File: src/rtl/muxpga_cfg_loader.sv
// Serial configuration loader for the mux fabric. It hunts for a sync word, then shifts
// CFG_BITS bits MSB-first into a shadow register, checks even parity, and commits the result.
module muxpga_cfg_loader #(
   parameter int                CFG_BITS  = 16,
   parameter int                SYNC_W    = 4,
   parameter logic [SYNC_W-1:0] SYNC_WORD = 4'b1010
) (
   input  logic                clk,
   input  logic                rst,
   input  logic                cfg_mode,
   input  logic                cfg_data,
   input  logic                cfg_valid,
   output logic                cfg_ready,
   output logic [CFG_BITS-1:0] active_cfg,
   output logic                fabric_en,
   output logic                busy,
   output logic                commit_pulse,
   output logic                error
);

   localparam int CNT_W = $clog2(CFG_BITS + 1);

   typedef enum logic [2:0] {
      ST_IDLE   = 3'd0,
      ST_HUNT   = 3'd1,
      ST_LOAD   = 3'd2,
      ST_CHECK  = 3'd3,
      ST_COMMIT = 3'd4,
      ST_ERR    = 3'd5
   } state_t;

   state_t              state_r;
   logic [SYNC_W-1:0]   sync_r;
   logic [CFG_BITS-1:0] shadow_r;
   logic [CNT_W-1:0]    cnt_r;
   logic                parity_r;
   logic                loaded_r;
   logic                cfg_mode_q_r;
   logic [SYNC_W-1:0]   sync_next_s;
   logic                bit_accept_s;

   // Even parity holds when the data accumulator and the trailer bit cancel.
   function automatic logic parity_ok(input logic acc, input logic trailer);
      return (acc ^ trailer) == 1'b0;
   endfunction

   // Decode of registered state: handshake, busy and fabric gating.
   always_comb begin
      cfg_ready    = 1'b0;
      busy         = 1'b0;
      fabric_en    = 1'b0;
      bit_accept_s = 1'b0;
      sync_next_s  = {sync_r[SYNC_W-2:0], cfg_data};
      if ((state_r == ST_HUNT) || (state_r == ST_LOAD) || (state_r == ST_CHECK)) begin
         cfg_ready = 1'b1;
      end else begin
         cfg_ready = 1'b0;
      end
      busy         = (state_r != ST_IDLE);
      fabric_en    = loaded_r & (state_r == ST_IDLE) & ~cfg_mode;
      bit_accept_s = cfg_valid & cfg_ready;
   end

   // Load sequencer plus all datapath registers.
   always_ff @(posedge clk) begin
      if (rst) begin
         state_r      <= ST_IDLE;
         sync_r       <= {SYNC_W{1'b0}};
         shadow_r     <= {CFG_BITS{1'b0}};
         cnt_r        <= {CNT_W{1'b0}};
         parity_r     <= 1'b0;
         loaded_r     <= 1'b0;
         cfg_mode_q_r <= 1'b0;
         active_cfg   <= {CFG_BITS{1'b0}};
         commit_pulse <= 1'b0;
         error        <= 1'b0;
      end else begin
         cfg_mode_q_r <= cfg_mode;
         commit_pulse <= 1'b0;
         case (state_r)
            ST_IDLE: begin
               if (cfg_mode && !cfg_mode_q_r) begin
                  state_r <= ST_HUNT;
                  sync_r  <= {SYNC_W{1'b0}};
                  error   <= 1'b0;
               end
            end
            // Dropping cfg_mode wins over any bit offered in the same cycle.
            ST_HUNT: begin
               if (!cfg_mode) begin
                  state_r <= ST_IDLE;
               end else if (bit_accept_s) begin
                  sync_r <= sync_next_s;
                  if (sync_next_s == SYNC_WORD) begin
                     state_r  <= ST_LOAD;
                     cnt_r    <= {CNT_W{1'b0}};
                     parity_r <= 1'b0;
                  end
               end
            end
            ST_LOAD: begin
               if (!cfg_mode) begin
                  state_r <= ST_IDLE;
               end else if (bit_accept_s) begin
                  shadow_r <= {shadow_r[CFG_BITS-2:0], cfg_data};
                  parity_r <= parity_r ^ cfg_data;
                  cnt_r    <= cnt_r + CNT_W'(1);
                  if (cnt_r == CNT_W'(CFG_BITS - 1)) begin
                     state_r <= ST_CHECK;
                  end
               end
            end
            ST_CHECK: begin
               if (!cfg_mode) begin
                  state_r <= ST_IDLE;
               end else if (bit_accept_s) begin
                  if (parity_ok(parity_r, cfg_data)) begin
                     state_r      <= ST_COMMIT;
                     commit_pulse <= 1'b1;
                  end else begin
                     state_r <= ST_ERR;
                     error   <= 1'b1;
                  end
               end
            end
            ST_COMMIT: begin
               active_cfg <= shadow_r;
               loaded_r   <= 1'b1;
               state_r    <= ST_IDLE;
            end
            ST_ERR: begin
               if (!cfg_mode) begin
                  state_r <= ST_IDLE;
               end
            end
            default: begin
               state_r <= ST_IDLE;
            end
         endcase
      end
   end

endmodule
File: config.mk
export PLATFORM = sky130hd
export DESIGN_NAME = muxpga_cfg_loader
export DESIGN_NICKNAME = d
export VERILOG_FILES = /design/src/rtl/muxpga_cfg_loader.sv
export SDC_FILE = /design/constraint.sdc
export NUM_CORES = 1
export LEC_CHECK = 0
export CORE_MARGIN = 10
export CORE_UTILIZATION = 40
export DETAILED_ROUTE_END_ITERATION = 8
export HOLD_SLACK_MARGIN = 0.05
export PLACE_DENSITY = 0.58
export SLEW_MARGIN = 20
export SYNTH_ARGS = -nofsm -noshare
export SYNTH_HDL_FRONTEND = slang
export SYNTH_SLANG_ARGS = --single-unit
File: constraint.sdc
create_clock -name clk -period 2.1 [get_ports clk]
set_clock_uncertainty 0.2 [all_clocks]
set_input_delay 0.315 -clock clk [delete_from_list [all_inputs] [get_ports clk]]
set_output_delay 0.315 -clock clk [all_outputs]
set_load 0.005 [all_outputs]
==> run metrics <==
status=completed; hold path endpoint=active_cfg[6]$_SDFFE_PP0N_; clk_lat worst skew=about 0.30 ns; max cap viols=0; crit path DAT=1.50 ns; worst ir drop on vdd=between 0.3 and 0.4 mV; Die W=~90 microns; Pwr Total=1860 uW; largest net degree at the start of global routing=34; share of cells above drive strength 1=0.115; fmax=496 MHz; DR pass1 iterations=4; net count after synthesis=250; 1st-iter DRT viols=between 100 and 150; Syn. warnings=0; GP Congestion=approximately 0.83; DP HPWL=~3 mm; DRC viols=0; CP startpoint kind=register; Yosys top cell by area=dfxtp_1; antenna violations before repair=0; CTS Buf Count=5; setup repair after global routing missed its margin=no; chip height=~90 microns; r2r worst-path depth=7; first-pass GRT wire length=7.58 mm; Synth top area share=0.491; most frequent cell after synthesis=nand2_1; ys async rst share=0; most used flip-flop cell after synthesis=dfxtp_1; PortBufs=25; clock net sink count=48; CP required=approximately 1.6 ns; total number of vias=roughly 1,700; Post-synth top cells=72 x nand2_1, 48 x dfxtp_1, 39 x a21oi_1; Worst Hold Slack=0.253 ns; Seq/Total Area, Yosys=0.491; CTS H-tree lvls=2; critical path capture point type=primary output; endpoints failing setup=0; antenna-violating nets left=0; hold path depth=2; Global Route Usage Sum=0.109; fin nets=approximately 290; Root Driver=clkbuf_8; CTS tree=done; Reg clk slew, reported paths=about 0.090 ns; Avg Cell Area, Syn=8.06 sq um; Area contributors post-synth=dfxtp_1 49%, nand2_1 14%, a21oi_1 10%, nand2b_1 2.2%, clkbuf_1 1.7%; Critical R2R Launch=cnt_r[1]$_SDFFE_PP0P_; P_leak=0.000881 uW; synthesized instance count=243; Final Max Slew Viols=0; critical path peak fanout=12; Hold Fails Final Rpt=0; HP Class=reg2reg; Worst slew margin=0.647; I/O Pins=26; drt via density=between 4 and 5; R2R Setup Slk=approximately 0.14 ns; post-synthesis cell area=1960 sq um; vias in the first global route=~1,600; Core Rows=25; Setup TNS Final=0 ns; final wirelength=~4.4 mm; Die Area=~8100 sq um; Diodes inserted=0; Initial Utilization=0.415; fin util=0.530; EDFF count, synth=0; Layout Area Growth over Synthesis=27.9%; PD cells=approximately 740 nW/um^2; Setup Crit Path Kind=reg2out; hold_buf cts=0; r2r endpoint=state_r[0]$_SDFFE_PP0P_; Cell variety after synth=39; Overflow after GRT=0; period utilization=0.961; routed len/inst=12.8 microns; Hold Crit Start=active_cfg[6]$_SDFFE_PP0N_; number of synthesized register bits=48; Max Root-Sink Buffers=2; core area=between 4000 and 5000 sq um; Tmin final=2.02 ns; worst slew pin tran=around 0.53 ns
cell usage in the layout, fill, tap and decap left out, types with 2 or more instances in the layout:
master,n
nand2_1,72
dfxtp_1,45
a21oi_1,39
clkdlybuf4s50_1,24
buf_4,18
inv_1,7
nand2b_1,7
nor2_1,6
clkbuf_8,5
and3_1,4
a311oi_1,3
a211oi_1,3
or4_1,3
nor2b_1,3
nor3_1,3
nand3_1,2
and2_1,2
a211o_1,2
ha_1,2
bufinv_16,2
dfxtp_2,2
critical path: stages (launching register included):
cell and delay, ns:
dfxtp_4 0.40, nor3_4 0.20, buf_4 0.13, inv_1 0.03, clkdlybuf4s50_1 0.43
flip-flops by register name, indices dropped and copies added, names as in the netlist:
register / flops
parity_r: 1
cnt_r: 5
active_cfg: 16
state_r: 3
cfg_mode_q_r: 1
commit_pulse: 1
shadow_r: 16
sync_r: 3
error: 1
loaded_r: 1
stage by stage:
step,instances,setup slack (ns),cell area [sq um]
final,345,0.0820,2500
after global routing,345,0.0230,2500
after CTS,345,0.0621,2500
after detailed placement,338,0.0487,2360
after global placement,338,0.0840,2360
after floorplan,243,0.307,1960
layer usage:
metal / track usage / vias to the layer above / wire, microns
li1: - / 888 / -
met3: 0.0441 / 6 / 239
met4: 0.0411 / 0 / 63
met5: 0 / - / 0
met2: 0.162 / 25 / 1960
met1: 0.139 / 787 / 2140
cell families (layout without fill, tap and decap cells):
family / Yosys count / in the layout / share of synthesized area
and+or+nand+nor: 113 / 113 / 0.268
buffers and inverters: 22 / 57 / 0.0492
muxes: 2 / 2 / 0.0109
xor gates and xnor gates: 1 / 1 / 0.00447
adders and majority gates: 2 / 2 / 0.0128
AOI/OAI and AO/OA: 55 / 55 / 0.164
DFF: 48 / 48 / 0.491
area by class of cell:
type | count | area [sq um]
Fill cell | 457 | 2220
Clock buffer | 5 | 68.8
Inverter | 7 | 26.3
Clock inverter | 2 | 60.1
Sequential cell | 48 | 967
Timing Repair Buffer | 43 | 384
Multi-Input combinational cell | 173 | 915
Tap cell | 67 | 83.8
power breakdown:
group	switching (uW)	leakage (uW)	internal (uW)	total (uW)
clock	306	0.0000642	469	775
combinational	68.6	0.000428	81.5	150
sequential	17.8	0.000389	918	936
how the worst max path moves through the flow:
stage	startpoint	end	cells past startpoint
after global placement	cfg_mode	sync_r[1]$_SDFFE_PP0P_	5
after floorplan	cnt_r[0]$_SDFFE_PP0P_	state_r[0]$_SDFFE_PP0P_	7
after detailed placement	cfg_valid	sync_r[2]$_SDFFE_PP0P_	5
after CTS	state_r[0]$_SDFFE_PP0P_	cfg_ready	3
final	state_r[0]$_SDFFE_PP0P_	busy	4
after global routing	state_r[1]$_SDFFE_PP0P_	busy	4
repair_timing:
| item | in CTS | in global routing |
|---|---|---|
| buffers inserted | 0 | 0 |
| setup endpoints to repair | 3 | 2 |
| hold endpoints to repair | 0 | 0 |
| gates resized for setup | 6 | 2 |
No activity file was read; power rests on OpenSTA's default activity.
